--- src/rtl/pipe_ctrl_unit_pkg.sv ---
// Shared encodings for the RV32IM control unit: opcodes, ALU operations,
// operand/result selects and the decoded control bundle.
package ctrl_pkg;

    localparam int ALUOP_W  = 5;
    localparam int GPIO_MAX = 16;
    localparam int CNT_W    = 8;

    localparam logic [6:0] OP_R   = 7'b0110011;
    localparam logic [6:0] OP_I   = 7'b0010011;
    localparam logic [6:0] OP_LUI = 7'b0110111;
    localparam logic [6:0] OP_SYS = 7'b1110011;

    localparam logic [6:0] F7_BASE   = 7'b0000000;
    localparam logic [6:0] F7_ALT    = 7'b0100000;
    localparam logic [6:0] F7_MULDIV = 7'b0000001;
    localparam logic [2:0] F3_CSRRW  = 3'b001;

    localparam logic [1:0] SRC_RS2   = 2'b00;
    localparam logic [1:0] SRC_IMM12 = 2'b01;
    localparam logic [1:0] SRC_IMM20 = 2'b10;

    localparam logic [1:0] SEL_NONE  = 2'b00;
    localparam logic [1:0] SEL_IMM20 = 2'b01;
    localparam logic [1:0] SEL_ALU   = 2'b10;
    localparam logic [1:0] SEL_GPIO  = 2'b11;

    // Code 0 is reserved so a bubble drives an inert ALU operation.
    typedef enum logic [ALUOP_W-1:0] {
        ALU_NOP = '0,
        ALU_ADD, ALU_SUB, ALU_XOR, ALU_OR, ALU_AND,
        ALU_SLL, ALU_SRL, ALU_SRA, ALU_SLT, ALU_SLTU,
        ALU_MUL, ALU_MULH, ALU_MULHSU, ALU_MULHU,
        ALU_DIV, ALU_DIVU, ALU_REM, ALU_REMU,
        ALU_PASS
    } aluop_e;

    typedef struct packed {
        logic                regwrite;
        logic [1:0]          alusrc;
        logic [1:0]          regsel;
        aluop_e              aluop;
        logic [GPIO_MAX-1:0] gpio_we;
        logic [3:0]          gpio_rsel;
        logic                illegal;
        logic                is_div;
    } ctrl_bundle_t;

    typedef enum logic {
        ST_IDLE,
        ST_DIV_WAIT
    } state_e;

    function automatic ctrl_bundle_t illegal_bundle();
        ctrl_bundle_t b;
        b         = '0;
        b.illegal = 1'b1;
        return b;
    endfunction

endpackage

--- src/rtl/pipe_ctrl_unit_decode.sv ---
// Combinational instruction decoder producing the control bundle.
// M-extension encodings are decoded only when CTRL_MEXT_EN is defined.
module ctrl_decode
    import ctrl_pkg::*;
#(
    parameter int          NUM_GPIO      = 2,
    parameter logic [11:0] GPIO_OUT_BASE = 12'hF00,
    parameter logic [11:0] GPIO_IN_BASE  = 12'hF10
) (
    input  logic         instr_valid,
    input  logic [6:0]   op,
    input  logic [2:0]   funct3,
    input  logic [6:0]   funct7,
    input  logic [11:0]  imm12,
    output ctrl_bundle_t ctrl
);

    logic [11:0] out_off;
    logic [11:0] in_off;
    logic        out_hit;
    logic        in_hit;

    // Addresses below a base wrap to large offsets, so one compare bounds both ends.
    assign out_off = imm12 - GPIO_OUT_BASE;
    assign in_off  = imm12 - GPIO_IN_BASE;
    assign out_hit = (out_off < 12'(NUM_GPIO));
    assign in_hit  = (in_off < 12'(NUM_GPIO));

    always_comb begin
        ctrl = '0;
        if (instr_valid) begin
            case (op)
                OP_R: begin
                    ctrl.regwrite = 1'b1;
                    ctrl.alusrc   = SRC_RS2;
                    ctrl.regsel   = SEL_ALU;
                    case (funct7)
                        F7_BASE: begin
                            case (funct3)
                                3'b000:  ctrl.aluop = ALU_ADD;
                                3'b001:  ctrl.aluop = ALU_SLL;
                                3'b010:  ctrl.aluop = ALU_SLT;
                                3'b011:  ctrl.aluop = ALU_SLTU;
                                3'b100:  ctrl.aluop = ALU_XOR;
                                3'b101:  ctrl.aluop = ALU_SRL;
                                3'b110:  ctrl.aluop = ALU_OR;
                                default: ctrl.aluop = ALU_AND;
                            endcase
                        end
                        F7_ALT: begin
                            case (funct3)
                                3'b000:  ctrl.aluop = ALU_SUB;
                                3'b101:  ctrl.aluop = ALU_SRA;
                                default: ctrl = illegal_bundle();
                            endcase
                        end
`ifdef CTRL_MEXT_EN
                        F7_MULDIV: begin
                            ctrl.is_div = funct3[2];
                            case (funct3)
                                3'b000:  ctrl.aluop = ALU_MUL;
                                3'b001:  ctrl.aluop = ALU_MULH;
                                3'b010:  ctrl.aluop = ALU_MULHSU;
                                3'b011:  ctrl.aluop = ALU_MULHU;
                                3'b100:  ctrl.aluop = ALU_DIV;
                                3'b101:  ctrl.aluop = ALU_DIVU;
                                3'b110:  ctrl.aluop = ALU_REM;
                                default: ctrl.aluop = ALU_REMU;
                            endcase
                        end
`endif
                        default: ctrl = illegal_bundle();
                    endcase
                end
                OP_I: begin
                    ctrl.regwrite = 1'b1;
                    ctrl.alusrc   = SRC_IMM12;
                    ctrl.regsel   = SEL_ALU;
                    case (funct3)
                        3'b000:  ctrl.aluop = ALU_ADD;
                        3'b001:  ctrl.aluop = ALU_SLL;
                        3'b010:  ctrl.aluop = ALU_SLT;
                        3'b011:  ctrl.aluop = ALU_SLTU;
                        3'b100:  ctrl.aluop = ALU_XOR;
                        3'b101:  ctrl.aluop = funct7[5] ? ALU_SRA : ALU_SRL;
                        3'b110:  ctrl.aluop = ALU_OR;
                        default: ctrl.aluop = ALU_AND;
                    endcase
                end
                OP_LUI: begin
                    ctrl.regwrite = 1'b1;
                    ctrl.alusrc   = SRC_IMM20;
                    ctrl.regsel   = SEL_IMM20;
                    ctrl.aluop    = ALU_PASS;
                end
                OP_SYS: begin
                    if (funct3 == F3_CSRRW && out_hit) begin
                        ctrl.gpio_we = {{(GPIO_MAX-1){1'b0}}, 1'b1} << out_off[3:0];
                    end else if (funct3 == F3_CSRRW && in_hit) begin
                        ctrl.regwrite  = 1'b1;
                        ctrl.regsel    = SEL_GPIO;
                        ctrl.gpio_rsel = in_off[3:0];
                    end else begin
                        ctrl = illegal_bundle();
                    end
                end
                default: ctrl = illegal_bundle();
            endcase
        end
    end

endmodule

--- src/rtl/pipe_ctrl_unit.sv ---
// EX-stage control registers and the fixed-latency DIV/REM sequencer.
// The sequencer exists only when CTRL_MEXT_EN is defined.
module pipe_ctrl_unit
    import ctrl_pkg::*;
#(
    parameter int          NUM_GPIO      = 2,
    parameter logic [11:0] GPIO_OUT_BASE = 12'hF00,
    parameter logic [11:0] GPIO_IN_BASE  = 12'hF10,
    parameter int          DIV_CYCLES    = 34,
    parameter int          ALUOP_W       = 5
) (
    input  logic                clk,
    input  logic                rst,
    input  logic                instr_valid,
    input  logic [6:0]          op,
    input  logic [2:0]          funct3,
    input  logic [6:0]          funct7,
    input  logic [11:0]         imm12,
    output logic                regwrite_EX,
    output logic [1:0]          alusrc_EX,
    output logic [1:0]          regsel_EX,
    output logic [ALUOP_W-1:0]  aluop_EX,
    output logic [NUM_GPIO-1:0] gpio_we_EX,
    output logic [3:0]          gpio_rsel_EX,
    output logic                div_start,
    output logic                stall_FE,
    output logic                illegal_EX
);

    ctrl_bundle_t dec;

    logic                regwrite_d;
    logic [1:0]          alusrc_d;
    logic [1:0]          regsel_d;
    logic [ALUOP_W-1:0]  aluop_d;
    logic [NUM_GPIO-1:0] gpio_we_d;
    logic [3:0]          gpio_rsel_d;
    logic                illegal_d;
    logic                unused_ok;

    ctrl_decode #(
        .NUM_GPIO      (NUM_GPIO),
        .GPIO_OUT_BASE (GPIO_OUT_BASE),
        .GPIO_IN_BASE  (GPIO_IN_BASE)
    ) u_decode (
        .instr_valid (instr_valid),
        .op          (op),
        .funct3      (funct3),
        .funct7      (funct7),
        .imm12       (imm12),
        .ctrl        (dec)
    );

    assign unused_ok = ^{dec.gpio_we, dec.is_div};

`ifdef CTRL_MEXT_EN
    state_e           state;
    state_e           state_nxt;
    logic [CNT_W-1:0] cnt;
    logic [CNT_W-1:0] cnt_nxt;
    logic             div_start_d;

    always_comb begin
        state_nxt   = state;
        cnt_nxt     = cnt;
        regwrite_d  = 1'b0;
        div_start_d = 1'b0;
        alusrc_d    = alusrc_EX;
        regsel_d    = regsel_EX;
        aluop_d     = aluop_EX;
        gpio_we_d   = gpio_we_EX;
        gpio_rsel_d = gpio_rsel_EX;
        illegal_d   = illegal_EX;
        case (state)
            ST_IDLE: begin
                regwrite_d  = dec.regwrite & ~dec.is_div;
                alusrc_d    = dec.alusrc;
                regsel_d    = dec.regsel;
                aluop_d     = ALUOP_W'(dec.aluop);
                gpio_we_d   = dec.gpio_we[NUM_GPIO-1:0];
                gpio_rsel_d = dec.gpio_rsel;
                illegal_d   = dec.illegal;
                div_start_d = dec.is_div;
                if (dec.is_div) begin
                    state_nxt = ST_DIV_WAIT;
                    cnt_nxt   = CNT_W'(DIV_CYCLES - 1);
                end
            end
            ST_DIV_WAIT: begin
                // Decode output is ignored here; the front end is holding the next instruction.
                cnt_nxt = cnt - 1'b1;
                if (cnt == CNT_W'(1)) begin
                    regwrite_d = 1'b1;
                    state_nxt  = ST_IDLE;
                    cnt_nxt    = '0;
                end
            end
            default: begin
                state_nxt = ST_IDLE;
                cnt_nxt   = '0;
            end
        endcase
    end

    always_ff @(posedge clk or posedge rst) begin
        if (rst) begin
            state     <= ST_IDLE;
            cnt       <= '0;
            div_start <= 1'b0;
        end else begin
            state     <= state_nxt;
            cnt       <= cnt_nxt;
            div_start <= div_start_d;
        end
    end

    assign stall_FE = (state == ST_DIV_WAIT);
`else
    always_comb begin
        regwrite_d  = dec.regwrite;
        alusrc_d    = dec.alusrc;
        regsel_d    = dec.regsel;
        aluop_d     = ALUOP_W'(dec.aluop);
        gpio_we_d   = dec.gpio_we[NUM_GPIO-1:0];
        gpio_rsel_d = dec.gpio_rsel;
        illegal_d   = dec.illegal;
    end

    assign div_start = 1'b0;
    assign stall_FE  = 1'b0;
`endif

    // Decode -> EX boundary
    always_ff @(posedge clk or posedge rst) begin
        if (rst) begin
            regwrite_EX  <= 1'b0;
            alusrc_EX    <= '0;
            regsel_EX    <= '0;
            aluop_EX     <= '0;
            gpio_we_EX   <= '0;
            gpio_rsel_EX <= '0;
            illegal_EX   <= 1'b0;
        end else begin
            regwrite_EX  <= regwrite_d;
            alusrc_EX    <= alusrc_d;
            regsel_EX    <= regsel_d;
            aluop_EX     <= aluop_d;
            gpio_we_EX   <= gpio_we_d;
            gpio_rsel_EX <= gpio_rsel_d;
            illegal_EX   <= illegal_d;
        end
    end

endmodule

--- config.mk ---
export PLATFORM = sky130hd
export DESIGN_NAME = pipe_ctrl_unit
export DESIGN_NICKNAME = d
export VERILOG_FILES = /design/src/rtl/pipe_ctrl_unit_pkg.sv /design/src/rtl/pipe_ctrl_unit_decode.sv /design/src/rtl/pipe_ctrl_unit.sv
export SDC_FILE = /design/constraint.sdc
export NUM_CORES = 1
export LEC_CHECK = 0
export CORE_UTILIZATION = 40
export CTS_CLUSTER_DIAMETER = 150
export DETAILED_ROUTE_END_ITERATION = 6
export HOLD_SLACK_MARGIN = 0.08
export PLACE_DENSITY_LB_ADDON = 0.08
export RECOVER_POWER = 25
export SETUP_SLACK_MARGIN = 0.1
export SLEW_MARGIN = 0
export SYNTH_ARGS = -nofsm -noshare
export SYNTH_HDL_FRONTEND = slang
export SYNTH_HIERARCHICAL = 1
export SYNTH_SLANG_ARGS = --single-unit
export TNS_END_PERCENT = 30
--- constraint.sdc ---
create_clock -name clk -period 0.8 [get_ports clk]
set_input_delay 0.16 -clock clk [delete_from_list [all_inputs] [get_ports clk]]
set_output_delay 0.16 -clock clk [all_outputs]
set_load 0.005 [all_outputs]
==> impl_metrics.env <==
export IMPL_drive_gt1_share_pct=47.6
export IMPL_startpoint_type="input port"
export IMPL_p_leak_nw=0.846
export IMPL_die_area_sq_um=2500
export IMPL_hold_depth=3
export IMPL_grt_usage_pct=18.1
export IMPL_syn_area_sq_um=923
export IMPL_hp_start="imm12[4]"
export IMPL_vias=965
export IMPL_area_growth_syn_to_layout_pct=75.3
export IMPL_cts_tree="built"
export IMPL_io_pins=51
export IMPL_crit_fanout=2
export IMPL_numCtsBuffers=3
export IMPL_hold_viol=0
export IMPL_finalHoldWorstSlack_ns=0.253
export IMPL_initial_utilization_pct=42.1
export IMPL_fin_crit_sh_pct=156
export IMPL_row_count=17
export IMPL_final_nets=201
export IMPL_status="finished, violations left"
export IMPL_antenna_found_initial=0
export IMPL_slowest_delay_ns=0.56
export IMPL_cap_violations=0
export IMPL_drt_wl_total_um=2530
export IMPL_final_util_pct=73.9
export IMPL_critPathKind="in2reg"
export IMPL_grt_pass1_wl_um=3420
export IMPL_dr_pass1_iters=4
export IMPL_clk_pin_slew_ns=0.08
export IMPL_period_needed_ns=1.25
export IMPL_crit_required_ns=0.97
export IMPL_routed_via_density=4.92
export IMPL_clock_path_buffers=2
export IMPL_post_drt_wl_per_cell_um=12.9
export IMPL_endpoint_kind="flip-flop"
export IMPL_setup_slack_ns=-0.449
export IMPL_cts_root_buf="clkbuf_4"
export IMPL_critPathBufInv=1
export IMPL_core_area_sq_um=2190
export IMPL_gr_total_overflow=0
export IMPL_die_x_um=50.0
export IMPL_syn_avg_cell_area_sq_um=9.33
export IMPL_crit_path_cell_trace="buf_6 > or4_4 > nor4_4 > nor2b_1 > nor4_1"
export IMPL_violations="negative setup slack"
export IMPL_drv_slew=0
export IMPL_dp_hpwl_um=1570
export IMPL_power_w=0.00168
export IMPL_drtIter0Drc=7
export IMPL_fmax_mhz=801
export IMPL_yosys_warnings=6
export IMPL_hold_path_end="gpio_we_EX[0]"
export IMPL_gp_congestion=0.763
export IMPL_setup_viol=31
export IMPL_nFillCells=171
export IMPL_tns_ns=-6.27
export IMPL_die_y_um=50.0
export IMPL_postCtsHoldBufs=0
export IMPL_io_buffers=48
export IMPL_grt_max_degree=18
export IMPL_num_antenna_cells=0
export IMPL_rsz0062_at_grt="true"
export IMPL_synthCells=99
export IMPL_crit_arrival_ns=1.42
export IMPL_cp_top_family="simple AND/OR/NAND/NOR gates"
export IMPL_slowest_stage="or4_4"
export IMPL_power_density_nw_per_um2=1040
export IMPL_max_vdd_ir_drop_uv=821
export IMPL_drc_errors=0
export IMPL_hp_class="in2reg"
export IMPL_grt_pass1_vias=862
export IMPL_ant_nets=0
export IMPL_clkSinkCount=17
export IMPL_htree_levels=1
==> tightest hold or removal path, delay by kind of cell <==
kind	cells	cell delay (ns)
AND/OR/NAND/NOR	2	0.19
buffers and inverters	1	0.15
==> sequential cells by signal, indices dropped and copies added, names as in the netlist <==
signal,count
alusrc_EX,2
aluop_EX,5
gpio_we_EX,2
regwrite_EX,1
gpio_rsel_EX,4
illegal_EX,1
regsel_EX,2
==> stage by stage <==
step	instance area, sq um	setup WS (ns)	cells
6_report	1620	-0.449	196
5_1_grt	1620	-0.576	196
4_1_cts	1580	-0.461	194
3_5_place_dp	1540	-0.997	187
3_3_place_gp	1540	-0.956	187
2_1_floorplan	943	-0.529	102
==> area by class of cell <==
cell class	count	area (sq um)	area share, %
clock buffer	4	26.3	1.62
timing repair buffer	71	551	34.0
sequential	17	425	26.3
multi-input combinational	71	563	34.8
tap	28	35.0	2.16
inverter	5	18.8	1.16
==> placed cells by master (no fill, tap or decap), types with 2 or more instances in the layout <==
master	instances
inv_1	4
clkdlybuf4s50_1	2
a21oi_1	4
nand3_4	2
nor2_2	2
buf_4	21
nand3_2	2
nand2b_1	2
buf_2	4
nor2b_4	2
or4_4	2
buf_6	5
nor4_4	3
nand2_1	8
conb_1	5
clkdlybuf4s15_1	5
nand2_2	4
o21ai_1	2
and2_1	3
nor2_1	3
nor2b_1	6
clkbuf_2	19
clkbuf_4	3
a31oi_1	2
dfrtp_1	17
dlymetal6s2s_1	5
dlygate4sd2_1	9
==> how the worst max path moves through the flow <==
stage | startpoint | to | slack (ns) | depth (start not counted)
2_1_floorplan | op[3] | regwrite_EX | -0.53 | 5
3_3_place_gp | imm12[5] | regwrite_EX | -0.96 | 6
3_5_place_dp | imm12[5] | regwrite_EX | -1.0 | 6
4_1_cts | imm12[3] | regwrite_EX | -0.46 | 6
5_1_grt | funct7[4] | aluop_EX[2] | -0.58 | 5
6_report | funct7[4] | aluop_EX[2] | -0.45 | 5
==> power by group <==
group,switching [W],internal [W],leakage [nW]
Clock,0.000228,0.000194,0.0150
Combinational,0.000178,0.000204,0.603
Sequential,0.00000248,0.000870,0.228
Total,0.000408,0.00127,0.846
==> routing by layer <==
metal	part of all wire [%]	routed length [um]	vias to the layer above	track usage [%]
met3	5.5	140	8	1.54
met4	2.8	72	0	11.4
met5	0	0	-	0
met2	54	1370	43	31.8
li1	-	-	467	-
met1	38	950	447	20.7
==> what timing repair did <==
item / CTS / global route
setup buffers: 3 / 2
endpoints found under the setup margin: 31 / 31
gates resized for setup: 87 / 52
pin swaps: 19 / 20
(Power assumes the default switching activity.)
==> variant: new RTL, same settings <==
Set the package constant `GPIO_MAX` to 15 (it was 16).
--- a/src/rtl/pipe_ctrl_unit_pkg.sv
+++ b/src/rtl/pipe_ctrl_unit_pkg.sv
@@ -5,3 +5,3 @@
     localparam int ALUOP_W  = 5;
-    localparam int GPIO_MAX = 16;
+    localparam int GPIO_MAX = 15;
     localparam int CNT_W    = 8;
Behaviour: unchanged (equiv_simple and equiv_induct, registers matched by name and starting in step).
==> variant against the original RTL <==
The flow still finishes with violations (negative setup slack). Synthesized area shrank 2.7%. Sequential cell count is the same. Total power increased by 5.7%. Worst setup slack better by 0.11 ns. Count of clock-buffer cells in the layout shrank 1. Design area grew 2.4%. Routed wire length is 29% higher. Critical endpoint is now aluop_EX[0].
==> variant: results (changes against the original RTL) <==
[outcome]
status=finished with violations
violations=negative setup slack

[power_and_ir_drop]
p_comb_share_pct=25.1  ; +2.3 points
peakVddDrop_mv=0.8017  ; -2.4%
pwr-share-seq_pct=49.4  ; -2.7 points
p_leak_nw=0.8033  ; -5.1%
p_switching_mw=0.5031  ; +23%

[route]
wl_um=3265  ; +29%
wl_met2_um=1754  ; +28%

[timing]
setup_viol_count_final=30  ; -3.2%
setup_slack_ns=-0.3422  ; +0.1065 ns

[clocking]
clk_pin_slew_worst_paths_ns=0.10  ; +0.02 ns

[min_path]
hp-start=funct7[2]
min_path_cells=5  ; +2

[cells_and_area]
multi_input_gates=67  ; -5.6%
fillers=129  ; -25%
nNonClkInverters=3  ; -2
final_cells=192  ; -2.0%

[synth]
syn_avg_cell_area_um2=9.660  ; +3.6%

[global_route]
grt_use_total_pct=25.71  ; +7.6 points
grt_pass1_vias=987  ; +15%
grt_pass1_wl_um=4616  ; +35%
grtUsageMet2_pct=49.77  ; +18 points

[place]
dp_hpwl_um=1857  ; +19%
gp_congestion=0.8259  ; +8.3%

[worst_setup_path]
endpoint=aluop_EX[0]
cpPeakStageDelay_ns=0.34  ; -0.22 ns

## variant: cell types whose count changed in the layout (fill, tap and decap cells not counted), sizes merged, moves of 3 or more
cell,before,now
buf,30,41
nor2b,8,3
clkbuf,23,26
nor2,6,9
dlymetal6s2s,5,0
nand2,12,9
dlygate4sd2,9,5
## variant: worst min-delay path: cells and delay by family
family | cells | cell delay, ns
buffers and inverters | 2 | 0.19
AO/OA/AOI/OAI | 1 | 0.06
AND/OR/NAND/NOR | 2 | 0.11
## variant: metrics by stage
step / setup TNS, ns / area, µm² / util [%] / total power, mW
3_5_place_dp: -13.59 / 1536 / 75.25 / 1.303
2_1_floorplan: -3.035 / 950.9 / - / 1.037
4_1_cts: -5.200 / 1659 / 81.25 / 1.710
3_3_place_gp: -13.10 / 1536 / 75.25 / 1.293
6_report: -4.026 / 1658 / 81.19 / 1.773
5_1_grt: -4.990 / 1658 / 81.19 / 1.849
